## src/rtl/afifo_wr_arbiter_pkg.sv

```systemverilog
// Shared types and limits for the async FIFO write-side arbiter.
package afifo_wr_arbiter_pkg;

    typedef enum logic {
        ARB_IDLE,
        ARB_LOCK
    } arb_state_t;

    localparam int unsigned ARB_MAX_REQ = 8;

endpackage

```

## src/rtl/afifo_wr_arbiter_if.sv

```systemverilog
// Requester / FIFO write-port bundle for afifo_wr_arbiter.
// master = requesters + FIFO side, slave = the arbiter.
interface afifo_wr_arbiter_if #(
    parameter int unsigned NUM_REQ    = 2,
    parameter int unsigned DATA_WIDTH = 32
);
    logic [NUM_REQ-1:0]            req_valid;
    logic [NUM_REQ-1:0]            req_last;
    logic [NUM_REQ*DATA_WIDTH-1:0] req_data;
    logic [NUM_REQ-1:0]            req_ready;
    logic                          full;
    logic                          winc;
    logic [DATA_WIDTH-1:0]         wdata;
    logic [NUM_REQ-1:0]            gnt;
    logic                          busy;
    logic                          timeout_err;

    modport master (
        output req_valid, req_last, req_data, full,
        input  req_ready, winc, wdata, gnt, busy, timeout_err
    );

    modport slave (
        input  req_valid, req_last, req_data, full,
        output req_ready, winc, wdata, gnt, busy, timeout_err
    );
endinterface

```

## src/rtl/afifo_wr_arbiter_picker.sv

```systemverilog
// Combinational round-robin picker: first unmasked request at or after ptr (cyclic).
module flex_rr_picker
    import afifo_wr_arbiter_pkg::*;
#(
    parameter int unsigned N = 2
) (
    input  logic [N-1:0]         req,
    input  logic [$clog2(N)-1:0] ptr,
    input  logic [N-1:0]         mask,
    output logic [N-1:0]         onehot,
    output logic [$clog2(N)-1:0] idx,
    output logic                 any
);
    localparam int unsigned PW = $clog2(N);

    if (N < 2 || N > ARB_MAX_REQ) begin : g_bad_n
        $error("flex_rr_picker: N out of range");
    end

    int unsigned      cand;
    logic [PW-1:0]    cand_idx;

    // Scan N positions starting at ptr, wrapping explicitly for non-power-of-2 N.
    always_comb begin
        onehot   = '0;
        idx      = '0;
        any      = 1'b0;
        cand     = 0;
        cand_idx = '0;
        for (int unsigned i = 0; i < N; i++) begin
            cand = 32'(ptr) + i;
            if (cand >= N) begin
                cand = cand - N;
            end
            cand_idx = PW'(cand);
            if (!any && req[cand_idx] && !mask[cand_idx]) begin
                any              = 1'b1;
                onehot[cand_idx] = 1'b1;
                idx              = cand_idx;
            end
        end
    end
endmodule

```

## src/rtl/afifo_wr_arbiter.sv

```systemverilog
// Write-domain controller sharing one async FIFO write port among NUM_REQ
// requesters: round-robin with burst locking, full back-pressure, and a
// watchdog that releases an owner stalled mid-burst.
module afifo_wr_arbiter
    import afifo_wr_arbiter_pkg::*;
#(
    parameter int unsigned NUM_REQ     = 2,
    parameter int unsigned DATA_WIDTH  = 32,
    parameter int unsigned TIMEOUT_CYC = 16
) (
    input logic               wclk,
    input logic               w_nrst,
    afifo_wr_arbiter_if.slave bus
);
    localparam int unsigned PW = $clog2(NUM_REQ);
    localparam int unsigned WW = $clog2(TIMEOUT_CYC);

    if (TIMEOUT_CYC < 2) begin : g_bad_timeout
        $error("afifo_wr_arbiter: TIMEOUT_CYC must be >= 2");
    end

    arb_state_t            state;
    logic [NUM_REQ-1:0]    gnt_q;
    logic [PW-1:0]         owner;
    logic [PW-1:0]         rr_ptr;
    logic [WW-1:0]         wdog;
    logic                  timeout_q;

    logic                  lock;
    logic                  own_valid;
    logic                  own_last;
    logic                  xfer;
    logic [PW-1:0]         nxt_ptr;
    logic [PW-1:0]         pick_ptr;
    logic [NUM_REQ-1:0]    pick_mask;
    logic [NUM_REQ-1:0]    pick_onehot;
    logic [PW-1:0]         pick_idx;
    logic                  pick_any;
    logic [DATA_WIDTH-1:0] wdata_c;

    // One picker serves both IDLE arbitration and same-edge re-arbitration
    // after a last beat; in LOCK it starts after the owner and masks it out.
    always_comb begin
        lock      = (state == ARB_LOCK);
        own_valid = bus.req_valid[owner];
        own_last  = bus.req_last[owner];
        xfer      = lock && own_valid && !bus.full;
        nxt_ptr   = (owner == PW'(NUM_REQ - 1)) ? '0 : owner + 1'b1;
        pick_ptr  = lock ? nxt_ptr : rr_ptr;
        pick_mask = lock ? gnt_q : '0;
    end

    flex_rr_picker #(
        .N(NUM_REQ)
    ) u_picker (
        .req    (bus.req_valid),
        .ptr    (pick_ptr),
        .mask   (pick_mask),
        .onehot (pick_onehot),
        .idx    (pick_idx),
        .any    (pick_any)
    );

    // AND-OR data mux keyed by the registered grant; reads zero when idle.
    always_comb begin
        wdata_c = '0;
        for (int unsigned i = 0; i < NUM_REQ; i++) begin
            if (gnt_q[i]) begin
                wdata_c = wdata_c | bus.req_data[i*DATA_WIDTH +: DATA_WIDTH];
            end
        end
    end

    assign bus.req_ready   = bus.full ? '0 : gnt_q;
    assign bus.winc        = xfer;
    assign bus.wdata       = wdata_c;
    assign bus.gnt         = gnt_q;
    assign bus.busy        = lock;
    assign bus.timeout_err = timeout_q;

    // Arbitration FSM with round-robin pointer and stall watchdog.
    always_ff @(posedge wclk or negedge w_nrst) begin
        if (!w_nrst) begin
            state     <= ARB_IDLE;
            gnt_q     <= '0;
            owner     <= '0;
            rr_ptr    <= '0;
            wdog      <= '0;
            timeout_q <= 1'b0;
        end else begin
            timeout_q <= 1'b0;
            case (state)
                ARB_IDLE: begin
                    if (pick_any) begin
                        state <= ARB_LOCK;
                        gnt_q <= pick_onehot;
                        owner <= pick_idx;
                        wdog  <= '0;
                    end
                end
                ARB_LOCK: begin
                    if (xfer && own_last) begin
                        rr_ptr <= nxt_ptr;
                        wdog   <= '0;
                        if (pick_any) begin
                            gnt_q <= pick_onehot;
                            owner <= pick_idx;
                        end else begin
                            state <= ARB_IDLE;
                            gnt_q <= '0;
                        end
                    end else if (own_valid) begin
                        wdog <= '0;
                    end else if (wdog == WW'(TIMEOUT_CYC - 1)) begin
                        // wdog stays saturated; it is cleared on the next grant.
                        state     <= ARB_IDLE;
                        gnt_q     <= '0;
                        rr_ptr    <= nxt_ptr;
                        timeout_q <= 1'b1;
                    end else begin
                        wdog <= wdog + 1'b1;
                    end
                end
                default: state <= ARB_IDLE;
            endcase
        end
    end
endmodule

```

## src/flat_wrapper.sv

```systemverilog
// flat-port wrapper written by rule: the top's interface ports become plain ports
module afifo_wr_arbiter_flat import afifo_wr_arbiter_pkg::*;
#(
    parameter int unsigned NUM_REQ     = 2,
    parameter int unsigned DATA_WIDTH  = 32,
    parameter int unsigned TIMEOUT_CYC = 16
)
  (wclk, w_nrst, bus_req_valid, bus_req_last, bus_req_data, bus_full, bus_req_ready, bus_winc, bus_wdata, bus_gnt, bus_busy, bus_timeout_err);
  afifo_wr_arbiter_if #(.NUM_REQ(NUM_REQ), .DATA_WIDTH(DATA_WIDTH)) bus_i ();
  input logic wclk;
  input logic w_nrst;
  input wire logic [$bits(bus_i.req_valid)-1:0] bus_req_valid;
  input wire logic [$bits(bus_i.req_last)-1:0] bus_req_last;
  input wire logic [$bits(bus_i.req_data)-1:0] bus_req_data;
  input wire logic [$bits(bus_i.full)-1:0] bus_full;
  output wire logic [$bits(bus_i.req_ready)-1:0] bus_req_ready;
  output wire logic [$bits(bus_i.winc)-1:0] bus_winc;
  output wire logic [$bits(bus_i.wdata)-1:0] bus_wdata;
  output wire logic [$bits(bus_i.gnt)-1:0] bus_gnt;
  output wire logic [$bits(bus_i.busy)-1:0] bus_busy;
  output wire logic [$bits(bus_i.timeout_err)-1:0] bus_timeout_err;
  assign bus_i.req_valid = bus_req_valid;
  assign bus_i.req_last = bus_req_last;
  assign bus_i.req_data = bus_req_data;
  assign bus_i.full = bus_full;
  assign bus_req_ready = bus_i.req_ready;
  assign bus_winc = bus_i.winc;
  assign bus_wdata = bus_i.wdata;
  assign bus_gnt = bus_i.gnt;
  assign bus_busy = bus_i.busy;
  assign bus_timeout_err = bus_i.timeout_err;
  afifo_wr_arbiter #(.NUM_REQ(NUM_REQ), .DATA_WIDTH(DATA_WIDTH), .TIMEOUT_CYC(TIMEOUT_CYC)) u_core (.wclk(wclk), .w_nrst(w_nrst), .bus(bus_i));
endmodule
```

## config.mk

```make
export PLATFORM = sky130hd
export DESIGN_NAME = afifo_wr_arbiter_flat
export DESIGN_NICKNAME = d
export VERILOG_FILES = /design/src/rtl/afifo_wr_arbiter_pkg.sv /design/src/rtl/afifo_wr_arbiter_if.sv /design/src/rtl/afifo_wr_arbiter_picker.sv /design/src/rtl/afifo_wr_arbiter.sv /design/src/flat_wrapper.sv
export SDC_FILE = /design/constraint.sdc
export NUM_CORES = 1
export LEC_CHECK = 0
export ABC_AREA = 1
export CAP_MARGIN = 0
export CORE_MARGIN = 2
export CORE_UTILIZATION = 29
export CTS_CLUSTER_SIZE = 12
export DETAILED_ROUTE_END_ITERATION = 8
export MAX_ROUTING_LAYER = met4
export PLACE_DENSITY = 0.95
export SETUP_SLACK_MARGIN = 0.02
export SYNTH_ARGS = -nofsm -noshare
export SYNTH_HDL_FRONTEND = slang
export SYNTH_SLANG_ARGS = --single-unit
```

## constraint.sdc

```tcl
create_clock -name wclk -period 2.9 [get_ports wclk]
set_input_delay 0.58 -clock wclk [delete_from_list [all_inputs] [get_ports wclk]]
set_output_delay 0.58 -clock wclk [all_outputs]
set_load 0.02 [all_outputs]
```

Word-level counts from Yosys, hierarchy flattened --
Cells that the tools add are included. Widths: inputs -> output; s select.
Word-level totals: bits of input ports 71, latch bits 0, RAM bits 0, memories kept 0, memory bits (read-only) 0, flip-flop bits (word level) 10
Cells by class: multiplexer cells 56, $mul 0, reduce and logical (&&, ||, !) cells 16, shifts and indexed selects 0, bitwise gates (word level) 3, $add $sub $neg 5, $lt $le $gt $ge 7, divide/modulo/power cells 0, equal/unequal tests 7
Operators by type and width (number):
- $mux 32 | 2
- $mux 1 | 35
- $or 32x32->32 | 1
- $mux 2 | 9
- $mux 4 | 4
- $logic_and 1x1->1 | 8
- $pmux 4 s2 | 1
- $lt 1x2->1 const B | 3
- $ne 3x3->1 const B | 2
- $reduce_and 3->1 | 2
- $add 4x1->4 const B | 1
- $eq 4x4->1 const B | 1
- $logic_not 1->1 | 4
- $ne 2x2->1 const B | 2
- $ne 4x4->1 const B | 1
- $pmux 1 s2 | 2
- $pmux 2 s2 | 1
- $add 1x1->2 const B | 1
- $demux 1 s1 | 2
- $ge 1x1->1 const B | 2
- $ge 1x2->1 const B | 1
- $ge 2x2->1 const B | 1
- $ne 2x1->1 const B | 1
- $or 2x2->2 | 1
- other kinds (5) | 6

Depth between registers and ports, before layout --
word-level depth 17, mapped depth 8

Cells and area by module --
Synthesis repeated with hierarchy kept, for this count alone.
Second synthesis, totals: cells, all modules 137, area total of the unflattened synthesis 1009.7 um^2
Modules (own cells, without submodules):
- afifo_wr_arbiter | seq. area each 250.2 um^2, instances 1, cells each 123, area an instance 949.7 um^2
- flex_rr_picker | seq. area each 0.0 um^2, instances 1, cells each 14, area an instance 60.1 um^2

Worst setup path after synthesis --
Ideal clock, no wire load.
path type reg2out, from register u_core.state (netlist: u_core.bus.busy), to output port bus_winc, buffers on the path 1, cell stages (with the launch flop) 4, slack 1.114 ns, data arrival time 1.206 ns, cells stage by stage dfrtp_1 > buf_4 > inv_2 > nor3_1
On the way: cells in the longest elaborated chain, start to end 2
RTL lines:
- start, declared | RTL line afifo_wr_arbiter.sv:22 | arb_state_t state;
- start signal, assigned | RTL line afifo_wr_arbiter.sv:84 | state <= ARB_IDLE;
- start signal, assigned | RTL line afifo_wr_arbiter.sv:95 | state <= ARB_LOCK;
- start signal, assigned | RTL line afifo_wr_arbiter.sv:109 | state <= ARB_IDLE;
- $logic_and 1x1->1 (2 in a row) | RTL line afifo_wr_arbiter.sv:47 | xfer = lock && own_valid && !bus.full;
- end, declared | RTL line flat_wrapper.sv:17 | output wire logic [$bits(bus_i.winc)-1:0] bus_winc;
Every way passes these cells.

Worst setup path in the final report --
from input port bus_req_valid[1], to output port bus_winc
On the way: cells in the longest elaborated chain, start to end 4
RTL lines:
- start, declared | RTL line flat_wrapper.sv:12 | input wire logic [$bits(bus_i.req_valid)-1:0] bus_req_valid;
- $mux 1 (not written as such) (2 in a row) | RTL line afifo_wr_arbiter.sv:45 | own_valid = bus.req_valid[owner];
- $logic_and 1x1->1 (2 in a row) | RTL line afifo_wr_arbiter.sv:47
Every way passes these cells. The select of a mux whose other input is x is not followed.

==> impl_metrics.yaml <==
status:
  status: "finished, final reports clean"
clock_tree:
  cts_setup_buffers: 0
  holdBufCountCts: 0
  root_buffer: "clkbuf_4"
  cts_buffers: 3
  cts_tree: "built"
  clock-sinks: 10
  clockBufferDepth: 2
  clock_latency_ns: 0.27
  cts_htree_levels: 1
  path_clk_slew_ns: 0.07
  cts_resized: 0
worst_setup_path:
  cp_slowest_cell: "clkdlybuf4s50_1"
  crit_fanout: 3
  crit_top_cell: "clkdlybuf4s50_1"
  cp-end-kind: "output port"
  path_class: "in2out"
  critPathRequiredTime_ns: 2.32
  startpoint_type: "input pin"
  slowest_delay_ns: 0.64
  arrival_ns: 2.10
  crit_chain: "clkdlybuf4s50_1 > inv_1 > nand2_1 > o21ai_2 > nor3_1 > clkdlybuf4s50_1"
floorplan:
  core_area_mm2: 0.00305
  initial_core_util: 0.304
  die_area_mm2: 0.00367
  fp.dieH_um: 60.6
  row_count: 20
  dieWidth_um: 60.6
  top_level_ports: 110
grt:
  grt_max_degree: 30
  antenna_found_initial: 0
  grt_pass1_vias: 1192
  grt_overflow: 0
  grt_pass1_wl_um: 5440
  grt_use_total: 0.204
sta:
  setup_viol: 0
  final-max-slew-violation-count: 0
  fmax_mhz: 374
  grt_setup_unrepaired: "no"
  worst_pin_slew_ns: 0.427
  clock_skew_ns: 0.00661
  hold_violations: 0
  slew_headroom: 0.715
  setup_ws_ns: 0.224
  period_share: 0.923
  layout_min_cycle_time_ns: 2.68
  tns_ns: 0
place:
  dp_slack_ns: 0.224
  io_buffers: 109
  placed_area_mm2: 0.00205
  dp_hpwl_um: 3290
  gp_congestion: 0.786
drt:
  wl_per_cell_um: 14.8
  drc: 0
  wirelength_um: 4050
  viasPerCell: 4.86
  met1Wirelength_um: 1490
  drt_iter0_markers: 56
  dr.pass1.iters: 4
  ant_nets: 0
  dr_total_vias: 1333
  maxUsedRoutingLayer: "met4"
  wl_met3_um: 311
  dr_wl_met2_um: 2160
power:
  peakVddDrop_v: 0.000470
  p_per_area_mw_per_mm2: 800
  power.leakage_nw: 0.904
final_layout:
  finalInstanceArea_mm2: 0.00208
  area_growth_pct: 124
  nFillCells: 246
  multi_input_area_um2: 602
  diodes: 0
  final-seq-area_um2: 250
  post-route-util: 0.682
  drive_above_1_share: 0.0957
  layout.nets: 303
yosys:
  postSynthCellCount: 124
  syn_avg_cell_area_um2: 7.49
  yosysUniqueCellTypes: 20
  ys.warnings.count: 0
  mappedNetlistNets: 196
  syn_area_um2: 928
  ys_seq_elements: 10
  ys_seq_area_frac: 0.270
worst_hold_path:
  min_path_type: "reg2reg"
run:
  maxCapViolations: 0
## layer usage
metal	vias to the layer above	GRT usage
li1	643	-
met1	615	0.225
met2	66	0.341
met3	9	0.0469
met4	0	0.106
met5	-	-
## final cells by class
class / count / share of cell area
inverter: 9 / 0.0162
sequential: 10 / 0.120
timing repair buffer: 111 / 0.531
clock buffer: 4 / 0.0174
multi-input combinational: 96 / 0.289
tap: 44 / 0.0264
## placed cells by master (no fill, tap or decap), types with 2 or more instances in the layout
cell type / count
a22o_1: 32
buf_4: 2
clkbuf_4: 3
clkdlybuf4s50_1: 109
dfrtp_1: 10
inv_1: 6
inv_2: 3
nand2_1: 34
nand2_2: 5
nand3_1: 3
nand3_2: 3
nor2_1: 8
nor2_4: 2
o21ai_1: 2
o21ai_2: 2
## critical path: cells and delay by family
| family | cells | cell delay (ns) |
|---|---|---|
| AND/OR/NAND/NOR | 2 | 0.25 |
| AO/OA/AOI/OAI | 1 | 0.09 |
| buffers and inverters | 3 | 1.18 |
## synthesized netlist by cell type
library cell	count	area, µm²
dfrtp_1	10	250
nor2_4	2	22.5
nor2_1	8	30.0
ha_1	1	12.5
clkbuf_1	4	15.0
nand3_1	3	15.0
buf_4	1	7.51
o21ai_1	2	10.0
inv_1	6	22.5
xor2_1	1	8.76
a22o_1	32	280
nor3_1	1	5.00
or2_2	1	6.26
inv_2	3	11.3
nand2_2	5	31.3
nand3_2	3	30.0
nand2_1	34	128
o21ai_2	2	17.5
o21ai_0	1	5.00
buf_2	4	20.0
## power by group
group | switching, mW | internal, mW | leakage [nW]
sequential | 0.0868 | 0.188 | 0.129
clock | 0.0510 | 0.0764 | 0.0210
combinational | 0.643 | 0.621 | 0.754
total | 0.781 | 0.885 | 0.904
## flip-flops by register name (all words and copies together) (netlist names)
name / cells
u_core.bus.busy: 1
u_core.bus.gnt: 2
u_core.bus.timeout_err: 1
u_core.owner: 1
u_core.rr_ptr: 1
u_core.wdog: 4
## metrics by stage
| stage | hold slack, ns | instances | power (mW) |
|---|---|---|---|
| 2_1_floorplan | 0.284 | 124 | 0.978 |
| 3_3_place_gp | 0.472 | 270 | 1.51 |
| 3_5_place_dp | 0.489 | 270 | 1.53 |
| 4_1_cts | 0.523 | 274 | 1.67 |
| 5_1_grt | 0.550 | 274 | 1.77 |
| 6_report | 0.526 | 274 | 1.67 |
## kinds of logic (layout without fill, tap and decap cells)
family,count (synthesis),in the layout,synth area share
and+or+nand+nor,57,57,0.288
adders and majority gates,1,1,0.0135
DFF,10,10,0.270
AOI/OAI and AO/OA,37,37,0.337
xor gates and xnor gates,1,1,0.00944
buffers and inverters,18,124,0.0822
## path summary, 6_finish.rpt
check	startpoint	to	slack [ns]	cells past startpoint
setup reg to reg	u_core.bus.gnt[1]	u_core.wdog[3]	1.30	8
setup / recovery	bus_req_valid[1]	bus_winc	0.22	6
hold reg to reg	u_core.rr_ptr	u_core.rr_ptr	0.53	2
hold / removal	u_core.rr_ptr	u_core.rr_ptr	0.53	2
max in group asynchronous	w_nrst	u_core.wdog[2]	1.99	1
min in group asynchronous	w_nrst	u_core.bus.timeout_err	0.61	1
Power figures use the tool's default switching activity.
